File: src/rtl/mod_i2c_arbiter.sv
// Round-robin arbiter/sequencer sharing one I2C master among N requesters.
// Latency: gnt/m_start one cycle after req is sampled in IDLE; done one cycle after m_ready returns.
// Backpressure: no grant while the master is not ready; requesters hold req until their done pulse.
//
// Ports:
//   clk_i, rst_ni                      clock, asynchronous active-low reset
//   req_i/req_rw_i/req_speed_i [N]     per-requester request, direction (1=read), speed (1=400k)
//   req_addr_i [7N], req_wdata_i [8N]  per-requester slave address and write byte
//   gnt_o, done_o [N]                  one-hot grant, one-cycle completion pulse
//   err_o, rdata_o                     timeout flag (with done), last read byte
//   m_start_o, m_rst_o                 one-cycle start / abort pulses to the master
//   m_rw_o, m_speed_o, m_addr_o, m_wdata_o  latched transaction fields
//   m_ready_i, m_rdata_i               master idle flag and read data
//
// Build option: define I2C_ARB_TIMEOUT_EN to enable the per-transaction timeout
// (TIMEOUT_CYC parameter). Without it err_o and m_rst_o are tied low.
module mod_i2c_arbiter #(
    parameter int N = 4
`ifdef I2C_ARB_TIMEOUT_EN
    , parameter int TIMEOUT_CYC = 4000
`endif
) (
    input  logic             clk_i,
    input  logic             rst_ni,
    input  logic [N-1:0]     req_i,
    input  logic [N-1:0]     req_rw_i,
    input  logic [N-1:0]     req_speed_i,
    input  logic [7*N-1:0]   req_addr_i,
    input  logic [8*N-1:0]   req_wdata_i,
    output logic [N-1:0]     gnt_o,
    output logic [N-1:0]     done_o,
    output logic             err_o,
    output logic [7:0]       rdata_o,
    output logic             m_start_o,
    output logic             m_rst_o,
    output logic             m_rw_o,
    output logic             m_speed_o,
    output logic [6:0]       m_addr_o,
    output logic [7:0]       m_wdata_o,
    input  logic             m_ready_i,
    input  logic [7:0]       m_rdata_i
);

    typedef enum logic [1:0] {IDLE, WAIT_BUSY, WAIT_DONE, RESP} state_t;

    state_t       state_q, state_d;
    logic [2:0]   rr_ptr_q, rr_ptr_d;
    logic [2:0]   win_q, win_d;
    logic [N-1:0] gnt_q, gnt_d;
    logic [N-1:0] done_q, done_d;
    logic [7:0]   rdata_q, rdata_d;
    logic         m_start_q, m_start_d;
    logic         m_rw_q, m_rw_d;
    logic         m_speed_q, m_speed_d;
    logic [6:0]   m_addr_q, m_addr_d;
    logic [7:0]   m_wdata_q, m_wdata_d;

    // Inputs padded to the 8-requester maximum so a 3-bit index selects cleanly.
    logic [7:0]   req_pad, rw_pad, spd_pad;
    logic [55:0]  addr_pad;
    logic [63:0]  wdata_pad;
    assign req_pad   = 8'(req_i);
    assign rw_pad    = 8'(req_rw_i);
    assign spd_pad   = 8'(req_speed_i);
    assign addr_pad  = 56'(req_addr_i);
    assign wdata_pad = 64'(req_wdata_i);

    // Round-robin search: offsets scanned from farthest to nearest so the
    // requester closest to rr_ptr (upward, wrapping at N-1) is the last write.
    logic       win_found;
    logic [2:0] win_idx;
    logic [3:0] sum;
    always_comb begin
        win_found = 1'b0;
        win_idx   = '0;
        sum       = '0;
        for (int k = N - 1; k >= 0; k--) begin
            sum = {1'b0, rr_ptr_q} + 4'(k);
            if (sum >= 4'(N)) sum = sum - 4'(N);
            if (req_pad[sum[2:0]]) begin
                win_found = 1'b1;
                win_idx   = sum[2:0];
            end
        end
    end

    logic [2:0] next_ptr;
    assign next_ptr = (win_q == 3'(N - 1)) ? 3'd0 : win_q + 3'd1;

    logic tmo_hit;
    logic fire_abort;
`ifdef I2C_ARB_TIMEOUT_EN
    logic [15:0] cnt_q, cnt_d;
    logic        err_q, err_d;
    logic        m_rst_q, m_rst_d;
    assign tmo_hit = (cnt_q == 16'(TIMEOUT_CYC - 1));
`else
    assign tmo_hit = 1'b0;
`endif

    always_comb begin
        state_d    = state_q;
        rr_ptr_d   = rr_ptr_q;
        win_d      = win_q;
        gnt_d      = gnt_q;
        done_d     = '0;
        rdata_d    = rdata_q;
        m_start_d  = 1'b0;
        m_rw_d     = m_rw_q;
        m_speed_d  = m_speed_q;
        m_addr_d   = m_addr_q;
        m_wdata_d  = m_wdata_q;
        fire_abort = 1'b0;
        unique case (state_q)
            IDLE: begin
                if (win_found && m_ready_i) begin
                    win_d = win_idx;
                    for (int j = 0; j < N; j++) gnt_d[j] = (3'(j) == win_idx);
                    m_rw_d    = rw_pad[win_idx];
                    m_speed_d = spd_pad[win_idx];
                    m_addr_d  = addr_pad[6'(win_idx) * 6'd7 +: 7];
                    m_wdata_d = wdata_pad[{win_idx, 3'b000} +: 8];
                    m_start_d = 1'b1;
                    state_d   = WAIT_BUSY;
                end
            end
            WAIT_BUSY: begin
                if (tmo_hit) fire_abort = 1'b1;
                else if (!m_ready_i) state_d = WAIT_DONE;
            end
            WAIT_DONE: begin
                // Completion takes priority over a timeout on the same edge.
                if (m_ready_i) begin
                    if (m_rw_q) rdata_d = m_rdata_i;
                    done_d   = gnt_q;
                    rr_ptr_d = next_ptr;
                    state_d  = RESP;
                end else if (tmo_hit) begin
                    fire_abort = 1'b1;
                end
            end
            RESP: begin
                gnt_d   = '0;
                state_d = IDLE;
            end
            default: state_d = IDLE;
        endcase
        if (fire_abort) begin
            done_d   = gnt_q;
            rr_ptr_d = next_ptr;
            state_d  = RESP;
        end
    end

`ifdef I2C_ARB_TIMEOUT_EN
    always_comb begin
        err_d   = fire_abort;
        m_rst_d = fire_abort;
        if (state_q == WAIT_BUSY || state_q == WAIT_DONE) cnt_d = cnt_q + 16'd1;
        else                                               cnt_d = '0;
    end

    always_ff @(posedge clk_i or negedge rst_ni) begin
        if (!rst_ni) begin
            cnt_q   <= '0;
            err_q   <= 1'b0;
            m_rst_q <= 1'b0;
        end else begin
            cnt_q   <= cnt_d;
            err_q   <= err_d;
            m_rst_q <= m_rst_d;
        end
    end

    assign err_o   = err_q;
    assign m_rst_o = m_rst_q;
`else
    assign err_o   = 1'b0;
    assign m_rst_o = 1'b0;
`endif

    always_ff @(posedge clk_i or negedge rst_ni) begin
        if (!rst_ni) begin
            state_q   <= IDLE;
            rr_ptr_q  <= '0;
            win_q     <= '0;
            gnt_q     <= '0;
            done_q    <= '0;
            rdata_q   <= '0;
            m_start_q <= 1'b0;
            m_rw_q    <= 1'b0;
            m_speed_q <= 1'b0;
            m_addr_q  <= '0;
            m_wdata_q <= '0;
        end else begin
            state_q   <= state_d;
            rr_ptr_q  <= rr_ptr_d;
            win_q     <= win_d;
            gnt_q     <= gnt_d;
            done_q    <= done_d;
            rdata_q   <= rdata_d;
            m_start_q <= m_start_d;
            m_rw_q    <= m_rw_d;
            m_speed_q <= m_speed_d;
            m_addr_q  <= m_addr_d;
            m_wdata_q <= m_wdata_d;
        end
    end

    assign gnt_o     = gnt_q;
    assign done_o    = done_q;
    assign rdata_o   = rdata_q;
    assign m_start_o = m_start_q;
    assign m_rw_o    = m_rw_q;
    assign m_speed_o = m_speed_q;
    assign m_addr_o  = m_addr_q;
    assign m_wdata_o = m_wdata_q;

endmodule

File: config.mk
export PLATFORM = sky130hd
export DESIGN_NAME = mod_i2c_arbiter
export DESIGN_NICKNAME = d
export VERILOG_FILES = /design/src/rtl/mod_i2c_arbiter.sv
export SDC_FILE = /design/constraint.sdc
export NUM_CORES = 1
export LEC_CHECK = 0
export BUFFER_PORTS_ARGS = -buffer_cell sky130_fd_sc_hd__buf_2
export CAP_MARGIN = 20
export CORE_UTILIZATION = 42
export DETAILED_ROUTE_END_ITERATION = 7
export PLACE_DENSITY = 0.77
export SETUP_SLACK_MARGIN = 0.4
export SLEW_MARGIN = 30
export SYNTH_ARGS = -nofsm -noshare
export SYNTH_HDL_FRONTEND = slang
export SYNTH_SLANG_ARGS = --single-unit
File: constraint.sdc
create_clock -name clk_i -period 2.7 [get_ports clk_i]
set_input_delay 0.675 -clock clk_i [delete_from_list [all_inputs] [get_ports clk_i]]
set_output_delay 0.675 -clock clk_i [all_outputs]
set_load 0.05 [all_outputs]
==> impl_metrics.env, run 1 <==
export IMPL_status="complete, no violations"
export IMPL_holdCritPathClass="in2async"
export IMPL_wirelength_um=6560
export IMPL_crit_fanout=7
export IMPL_finalWorstSetupSlack_ns=0.181
export IMPL_synth_cells=220
export IMPL_leakagePower_nw=1.76
export IMPL_clk_pin_slew_ns=0.09
export IMPL_regToRegSetupSlack_ns=0.18
export IMPL_ant_nets=0
export IMPL_diodes=0
export IMPL_fin_cells=424
export IMPL_tightest_slew_ns=0.527
export IMPL_grt_start_max_net_pins=43
export IMPL_ys_seq_area_frac=0.431
export IMPL_clockRootBuffer="clkbuf_8"
export IMPL_critPathKind="reg2reg"
export IMPL_ys_warn_count=0
export IMPL_grt_usage=0.212
export IMPL_die_area_sq_mm=0.00612
export IMPL_syn_area_sq_mm=0.00244
export IMPL_cp_startpoint="rr_ptr_q[0]"
export IMPL_nFillCells=471
export IMPL_final_util=0.623
export IMPL_relSlewSlack=0.648
export IMPL_ys_top_cells_by_count="42 x dfrtp_1, 39 x mux2i_1, 29 x nand2_1, 17 x o221ai_1, 11 x mux2_2"
export IMPL_yosys_area_top_type="dfrtp_1"
export IMPL_cts_tree="yes"
export IMPL_drv_slew=0
export IMPL_fin_crit_sh=0.933
export IMPL_grt_overflow=0
export IMPL_first_global_vias=2235
export IMPL_cp_data_required_time_ns=2.87
export IMPL_cp_arrival_ns=2.68
export IMPL_synth_seq_cells=42
export IMPL_synth_edff_count=0
export IMPL_synth_area_leaders="dfrtp_1 43%, mux2i_1 16%, o221ai_1 6.1%, mux2_2 5.1%, nand2_1 4.5%"
export IMPL_setup_violations=0
export IMPL_r2r_start="rr_ptr_q[0]"
export IMPL_grt_use_met2=0.380
export IMPL_wl_per_cell_um=15.5
export IMPL_drive_gt1_frac=0.489
export IMPL_grtUsageMet3=0.0465
export IMPL_grt_busiest_layer="met2"
export IMPL_holdBufCountCts=0
export IMPL_die_w_um=78.2
export IMPL_final_setup_skew_ns=0.0125
export IMPL_post_dp_hpwl_um=4630
export IMPL_maxCapViolations=0
export IMPL_io_pins=119
export IMPL_vias=2244
export IMPL_nets=442
export IMPL_start_util=0.440
export IMPL_grt_pass1_wl_um=10100
export IMPL_drc_errors=0
export IMPL_cts_sinks=42
export IMPL_via_per_inst=5.29
export IMPL_synth_flop_cell="dfrtp_1"
export IMPL_place_ws_ns=0.0857
export IMPL_netlist_cell_type_count=43
export IMPL_antenna_found_initial=0
export IMPL_cts_buffers=5
export IMPL_die_h_um=78.2
export IMPL_startpoint_type="flop"
export IMPL_synthArstFlopShare=1.00
export IMPL_core_area_sq_mm=0.00554
export IMPL_dp_cells=405
export IMPL_syn_mean_instance_area_sq_um=11.1
export IMPL_r2r_end="m_addr_o[2]"
export IMPL_area_delta_synth_final_pct=41.4
export IMPL_netlist_area_leader_share=0.431
export IMPL_drtPass1Iterations=4
export IMPL_worstRegToRegCells=10
export IMPL_end_kind="flop"
export IMPL_period_needed_ns=2.52
export IMPL_power_density_mw_per_mm2=1440
export IMPL_fmax_mhz=397
export IMPL_hold_viol_final=0
export IMPL_finalSetupTns_ns=0
export IMPL_io_buffers=116
export IMPL_drt_iter0_drc=93
export IMPL_cts_path_max_buffers=2
export IMPL_peakVddDrop_uv=771
export IMPL_synth_most_common_cell="dfrtp_1"
export IMPL_clk_latency_ns=0.30
export IMPL_holdWs_ns=0.437
export IMPL_htreeDepth=2
export IMPL_rsz0062_at_grt="yes"
export IMPL_grt_use_met1=0.256
export IMPL_fp_row_count=27
export IMPL_gp_congestion=0.798
-- how the worst max path moves through the flow --
stage,end,slack (ns)
after floorplan,m_rw_o,0.17
after global routing,m_addr_o[1],0.09
after detailed placement,m_wdata_o[4],0.09
final,m_addr_o[2],0.18
after CTS,m_addr_o[2],0.23
after global placement,m_addr_o[0],0.15
-- layer usage --
layer  up-vias  part of all wire
li1       1073                 -
met1      1075              0.43
met2        89              0.50
met3         7             0.056
met4         0            0.0087
met5         -                 0
-- report_power, final --
group	leakage, nW	switching [mW]	internal (mW)
registers	0.533	0.175	0.895
logic	1.18	1.93	1.47
clock network	0.0514	0.225	0.276
total	1.76	2.33	2.64
-- per-stage QoR --
step	instance area (sq um)	power [mW]
floorplan	2480	3.36
global placement	3130	3.84
detailed placement	3130	3.91
CTS	3370	4.78
global route	3450	5.23
finish	3450	4.97
-- flip-flops by register name, indices dropped and copies added, names as in the netlist --
name       count
m_speed_o      1
rr_ptr_q       3
m_start_o      1
win_q          3
m_wdata_o      8
m_addr_o       7
rdata_o        8
done_o         4
gnt_o          4
m_rw_o         1
state_q        2
-- cells in the final DEF, fill, tap and decap left out, types with 3 or more instances in the layout --
master | synthesis | layout
inv_1 | 7 | 5
mux2i_2 | 0 | 4
nand3b_1 | 4 | 4
buf_6 | 1 | 3
and3_1 | 5 | 4
o211ai_1 | 3 | 3
o221ai_1 | 17 | 17
nand2_1 | 29 | 29
buf_2 | 3 | 116
mux2i_1 | 39 | 35
clkbuf_8 | 0 | 5
nor2_1 | 5 | 5
ha_1 | 8 | 7
dfrtp_1 | 42 | 42
mux2_2 | 11 | 11
buf_4 | 3 | 15
-- cells by family (layout without fill, tap and decap cells) --
kind of cell | Yosys count | in the layout | synth area share
buf+inv | 23 | 154 | 0.0574
compound gates | 41 | 41 | 0.136
simple gates | 53 | 53 | 0.103
mux | 52 | 52 | 0.231
fa+ha+maj | 8 | 8 | 0.0410
flops | 42 | 42 | 0.431
other cells | 1 | 2 | 0.00154
-- timing repair --
item	in CTS	in global routing
endpoints found under the setup margin	20	23
setup buffers	6	1
pin swaps	2	1
cloned	3	1
gates resized for setup	7	10
-- area by class of cell --
cell class | instances | area, sq um | area share
repair buffers | 139 | 842 | 0.244
flip-flops and latches | 42 | 1050 | 0.305
multi-input cells | 156 | 1330 | 0.384
well taps | 72 | 90.1 | 0.0261
clock buffers | 6 | 72.6 | 0.0210
inverters | 7 | 31.3 | 0.00906
clock inverters | 2 | 37.5 | 0.0109
-- critical path, stage by stage, from the launching register on --
cell and delay, ns:
dfrtp_1 0.42, inv_4 0.05, ha_4 0.29, mux4_2 0.19, o21ai_2 0.07, o311a_1 0.39
a311oi_4 0.28, buf_6 0.21, buf_12 0.15, mux2i_1 0.22, o221ai_1 0.13
Note: power is estimated with default switching activity, not from simulation.
==> run 2: changes to the inputs <==
--- a/config.mk
+++ b/config.mk
@@ -7,9 +7,9 @@
 export LEC_CHECK = 0
 export BUFFER_PORTS_ARGS = -buffer_cell sky130_fd_sc_hd__buf_2
 export CAP_MARGIN = 20
-export CORE_UTILIZATION = 42
+export CORE_UTILIZATION = 34
 export DETAILED_ROUTE_END_ITERATION = 7
-export PLACE_DENSITY = 0.77
+export PLACE_DENSITY = 0.73
 export SETUP_SLACK_MARGIN = 0.4
 export SLEW_MARGIN = 30
 export SYNTH_ARGS = -nofsm -noshare
==> run 2 against run 1 <==
  * Die area is 23% higher
  * Maximum frequency fell by 0.62%
  * Global-route usage down 3.0 points
  * Via count is 4.3% higher
  * Register-to-register slack got worse by 0.02 ns
  * Largest cell class unchanged
  * Sequential share of layout area fell by 2.8 points
  * First-iteration DRC count up 38%
  * Critical path type unchanged
  * Clock-buffer cell count did not move
  * Non-clock buffer count grew 19
  * Largest power group unchanged
==> impl_metrics.env, run 2 (same netlist as run 1, synthesis figures left out) <==
export IMPL_core_area_sq_mm=0.00687
export IMPL_die_w_um=86.7
export IMPL_start_util=0.355
export IMPL_area_delta_synth_final_pct=56.2
export IMPL_crit_chain="buf_6, buf_8, ha_2, nand4_1, a32oi_4, o311a_1, a311oi_4, buf_6, buf_12, buf_16, buf_6, buf_6, o311ai_4"
export IMPL_maxCapViolations=0
export IMPL_relSlewSlack=0.642
export IMPL_period_needed_ns=2.53
export IMPL_mostFrequentLayoutCells="115 x buf_2, 41 x dfrtp_1, 35 x mux2i_1"
export IMPL_htreeDepth=2
export IMPL_fmax_mhz=395
export IMPL_grt_overflow=0
export IMPL_die_h_um=86.7
export IMPL_end_kind="flop"
export IMPL_cts_buffers=5
export IMPL_hold_viol_final=0
export IMPL_wl_per_cell_um=15.7
export IMPL_regToRegSetupSlack_ns=0.17
export IMPL_crit_path_top_delay_cell="dfrtp_1"
export IMPL_tightest_slew_ns=0.537
export IMPL_grt_usage=0.182
export IMPL_peakVddDrop_uv=540
export IMPL_holdCritPathClass="in2async"
export IMPL_cp_arrival_ns=2.73
export IMPL_drive_gt1_frac=0.532
export IMPL_via_per_inst=5.02
export IMPL_diodes=0
export IMPL_nFillCells=611
export IMPL_finalWorstSetupSlack_ns=0.166
export IMPL_gp_congestion=0.865
export IMPL_critPathKind="reg2reg"
export IMPL_wirelength_um=7330
export IMPL_drv_slew=0
export IMPL_drc_errors=0
export IMPL_crit_fanout=6
export IMPL_first_global_vias=2185
export IMPL_fp_row_count=30
export IMPL_grt_pass1_wl_um=10500
export IMPL_fin_crit_sh=0.939
export IMPL_setup_violations=0
export IMPL_clk_latency_ns=0.29
export IMPL_drt_iter0_drc=128
export IMPL_grt_start_max_net_pins=43
export IMPL_final_setup_skew_ns=0.00486
export IMPL_status="complete, no violations"
export IMPL_die_area_sq_mm=0.00752
export IMPL_io_pins=119
export IMPL_antenna_found_initial=0
export IMPL_rsz0062_at_grt="yes"
export IMPL_post_dp_hpwl_um=4720
export IMPL_mostFrequentLayoutCell="buf_2"
export IMPL_worst_path_largest_cell_delay_ns=0.41
export IMPL_leakagePower_nw=1.93
export IMPL_ant_nets=0
export IMPL_cp_data_required_time_ns=2.90
export IMPL_io_buffers=116
export IMPL_cts_tree="yes"
export IMPL_clockRootBuffer="clkbuf_8"
export IMPL_cts_sinks=42
export IMPL_cp_common_cell="buf_6"
export IMPL_clk_pin_slew_ns=0.08
export IMPL_vias=2340
export IMPL_startpoint_type="flop"
export IMPL_cts_path_max_buffers=2
export IMPL_finalSetupTns_ns=0
export IMPL_nets=461
export IMPL_drtPass1Iterations=4
export IMPL_place_ws_ns=0.0262
export IMPL_power_density_mw_per_mm2=1490
-- run 2: cell count changes in the layout (fill, tap and decap cells not counted), moves of 2 or more --
cell       previous run  this run
mux2_2               11         8
buf_4                15        22
o311ai_4              0         2
clkbuf_16             1         4
mux2_4                0         3
buf_6                 3        10
-- run 2: metal layers --
metal	part of all wire	track usage	up-vias
met5	0	0	-
met4	0.013	0.0500	0
met3	0.044	0.0362	10
met2	0.55	0.339	85
met1	0.40	0.212	1140
li1	-	-	1105
-- run 2: layout make-up --
type / instances / area [sq um] / area share
multi-input cells: 156 / 1390 / 0.364
well taps: 96 / 120 / 0.0315
flip-flops and latches: 42 / 1050 / 0.276
inverters: 7 / 31.3 / 0.00821
clock inverters: 1 / 30.0 / 0.00788
repair buffers: 158 / 1110 / 0.290
clock buffers: 6 / 82.6 / 0.0217
-- run 2: worst max-delay path: cells and delay by family, from the launching register on --
| kind | cells | cell delay, ns |
|---|---|---|
| adder cells (fa/ha/maj) | 1 | 0.15 |
| buffers and inverters | 7 | 0.90 |
| AO/OA/AOI/OAI | 4 | 0.76 |
| flip-flops | 1 | 0.41 |
| AND/OR/NAND/NOR | 1 | 0.22 |
-- run 2: metrics by stage --
stage / cells / util / instance area [sq um] / power, mW / hold slack, ns
final: 466 / 0.555 / 3810 / 5.67 / 0.364
after global routing: 466 / 0.555 / 3810 / 5.98 / 0.393
after CTS: 444 / 0.499 / 3420 / 4.93 / 0.487
after detailed placement: 427 / 0.458 / 3150 / 3.91 / 0.468
after global placement: 427 / 0.458 / 3150 / 3.82 / 0.466
after floorplan: 221 / - / 2480 / 3.36 / 0.379
-- run 2: power by group --
group          switching [mW]  total, mW  internal [mW]  leakage, nW
registers               0.172       1.07          0.897        0.531
logic                    2.15       4.09           1.94         1.34
clock network           0.213      0.509          0.296       0.0573
total                    2.54       5.67           3.13         1.93
-- run 2: timing repair --
action / in CTS / in global routing
resized for setup: 10 / 30
hold buffers: 0 / 0
gates cloned: 3 / 5
pin swaps: 3 / 9
setup endpoints to repair: 20 / 24
buffers inserted: 7 / 17
-- run 2: worst paths after layout --
check | cells after the start | from | end
worst min register to register | 2 | m_addr_o[1] | m_addr_o[1]
worst max register to register | 13 | rr_ptr_q[1] | gnt_o[1]
worst max-delay path | 13 | rr_ptr_q[1] | gnt_o[1]
worst min-delay path | 1 | rst_ni | m_addr_o[2]
max in group asynchronous | 1 | rst_ni | rr_ptr_q[0]
min in group clk_i | 2 | m_addr_o[1] | m_addr_o[1]
==> run 3: changes to the inputs <==
--- a/config.mk
+++ b/config.mk
@@ -8,6 +8,7 @@
 export BUFFER_PORTS_ARGS = -buffer_cell sky130_fd_sc_hd__buf_2
 export CAP_MARGIN = 20
 export CORE_UTILIZATION = 34
+export CTS_BUF_LIST = sky130_fd_sc_hd__clkbuf_16
 export DETAILED_ROUTE_END_ITERATION = 7
 export PLACE_DENSITY = 0.73
 export SETUP_SLACK_MARGIN = 0.4
==> run 3 against run 2 <==
  * Total power fell by 8.2%
  * Utilization decreased by 3.8 points
  * Largest cell class unchanged
  * Via count decreased by 3.8%
  * Design area down 6.8%
  * Sequential power about the same
  * Sequential share of layout area increased by 2.0 points
  * Highest routed layer unchanged
  * Worst hold slack improved by 0.017 ns
  * Cell count is 4.7% lower
==> impl_metrics.env, run 3 (same netlist as run 1, synthesis figures left out) <==
export IMPL_status="complete, no violations"
export IMPL_dp_cells=427
export IMPL_cts_buffers=5
export IMPL_drive_gt1_frac=0.491
export IMPL_power_density_mw_per_mm2=1470
export IMPL_drt_iter0_drc=152
export IMPL_die_w_um=86.7
export IMPL_grt_overflow=0
export IMPL_critPathKind="reg2reg"
export IMPL_holdBufCountCts=0
export IMPL_fin_cells=444
export IMPL_crit_fanout=5
export IMPL_cts_sinks=42
export IMPL_cts_path_max_buffers=2
export IMPL_htreeDepth=2
export IMPL_mostFrequentLayoutCell="buf_2"
export IMPL_final_setup_skew_ns=0.00291
export IMPL_gp_congestion=0.865
export IMPL_clk_pin_slew_ns=0.06
export IMPL_cp_data_required_time_ns=2.85
export IMPL_wl_per_cell_um=14.9
export IMPL_fin_crit_sh=0.924
export IMPL_diodes=0
export IMPL_start_util=0.355
export IMPL_die_h_um=86.7
export IMPL_maxCapViolations=0
export IMPL_holdCritPathClass="in2async"
export IMPL_end_kind="flop"
export IMPL_cp_arrival_ns=2.64
export IMPL_fmax_mhz=401
export IMPL_drtPass1Iterations=4
export IMPL_setup_violations=0
export IMPL_hold_viol_final=0
export IMPL_tightest_slew_ns=0.532
export IMPL_nets=439
export IMPL_clockRootBuffer="clkbuf_16"
export IMPL_mostFrequentLayoutCells="115 x buf_2, 42 x dfrtp_1, 34 x mux2i_1"
export IMPL_grt_usage=0.178
export IMPL_fp_row_count=30
export IMPL_cts_tree="yes"
export IMPL_core_area_sq_mm=0.00687
export IMPL_startpoint_type="flop"
export IMPL_antenna_found_initial=0
export IMPL_top_layer="met4"
export IMPL_io_buffers=116
export IMPL_first_global_vias=2155
export IMPL_clk_latency_ns=0.28
export IMPL_leakagePower_nw=1.79
export IMPL_finalSetupTns_ns=0
export IMPL_peakVddDrop_uv=673
export IMPL_period_needed_ns=2.49
export IMPL_rsz0062_at_grt="yes"
export IMPL_post_dp_hpwl_um=4720
export IMPL_wirelength_um=6640
export IMPL_drt_met1_wl_um=2710
export IMPL_dr_wl_met2_um=3530
export IMPL_area_delta_synth_final_pct=45.6
export IMPL_vias=2252
export IMPL_ant_nets=0
export IMPL_grt_start_max_net_pins=43
export IMPL_drc_errors=0
export IMPL_total_power_mw=5.21
export IMPL_met3_wirelength_um=292
export IMPL_via_per_inst=5.07
export IMPL_drv_slew=0
export IMPL_die_area_sq_mm=0.00752
export IMPL_io_pins=119
export IMPL_relSlewSlack=0.645
export IMPL_grt_pass1_wl_um=10300
## run 3: cell count changes in the layout (fill, tap and decap cells not counted), sizes merged
cell    delta
buf       -20
clkinv     +1
clkbuf     -3
## run 3: where the power goes
group | internal, mW | switching (mW) | leakage [nW]
logic | 1.51 | 1.98 | 1.18
registers | 0.897 | 0.167 | 0.533
clock network | 0.428 | 0.228 | 0.0773
total | 2.84 | 2.37 | 1.79
## run 3: routing by layer
layer,vias up,track usage
li1,1070,-
met1,1091,0.211
met2,79,0.323
met3,12,0.0381
met4,0,0.0485
met5,-,0
## run 3: layout make-up
| cell class | instances | area, sq um |
|---|---|---|
| inverter | 7 | 31.3 |
| clock buffer | 5 | 125 |
| timing repair buffer | 136 | 836 |
| multi-input combinational | 156 | 1360 |
| clock inverter | 2 | 33.8 |
| tap | 96 | 120 |
| fill | 638 | 3320 |
| sequential | 42 | 1050 |
## run 3: what timing repair did
action,4_1_cts,5_1_grt
resized for setup,4,16
gates cloned,2,3
endpoints found under the setup margin,20,23
pin swaps,0,5
buffers inserted,3,2
## run 3: path summary, 6_finish.rpt
path	start	endpoint	slack (ns)	depth (start not counted)
max reg2reg	rr_ptr_q[0]	m_wdata_o[1]	0.21	10
min	rst_ni	m_addr_o[2]	0.38	1
max in group asynchronous	rst_ni	gnt_o[1]	1.95	1
max	rr_ptr_q[0]	m_wdata_o[1]	0.21	10
min in group clk_i	m_addr_o[1]	m_addr_o[1]	0.48	2
min reg2reg	m_addr_o[1]	m_addr_o[1]	0.48	2
## run 3: per-stage QoR
step	hold slack, ns	utilization	setup slack, ns	cell area [sq um]
global placement	0.466	0.458	0.0866	3150
finish	0.381	0.517	0.206	3550
global route	0.425	0.517	0.0808	3550
CTS	0.483	0.494	0.199	3390
floorplan	0.379	-	0.165	2480
detailed placement	0.468	0.458	0.0262	3150
## run 3: critical path, cell delays in order (launching register included)
cell	delay [ns]
dfrtp_1	0.42
inv_4	0.05
ha_4	0.28
mux4_2	0.18
o21ai_2	0.08
o311a_1	0.38
a311oi_4	0.28
buf_6	0.19
clkbuf_16	0.16
mux2i_2	0.20
o221ai_1	0.13
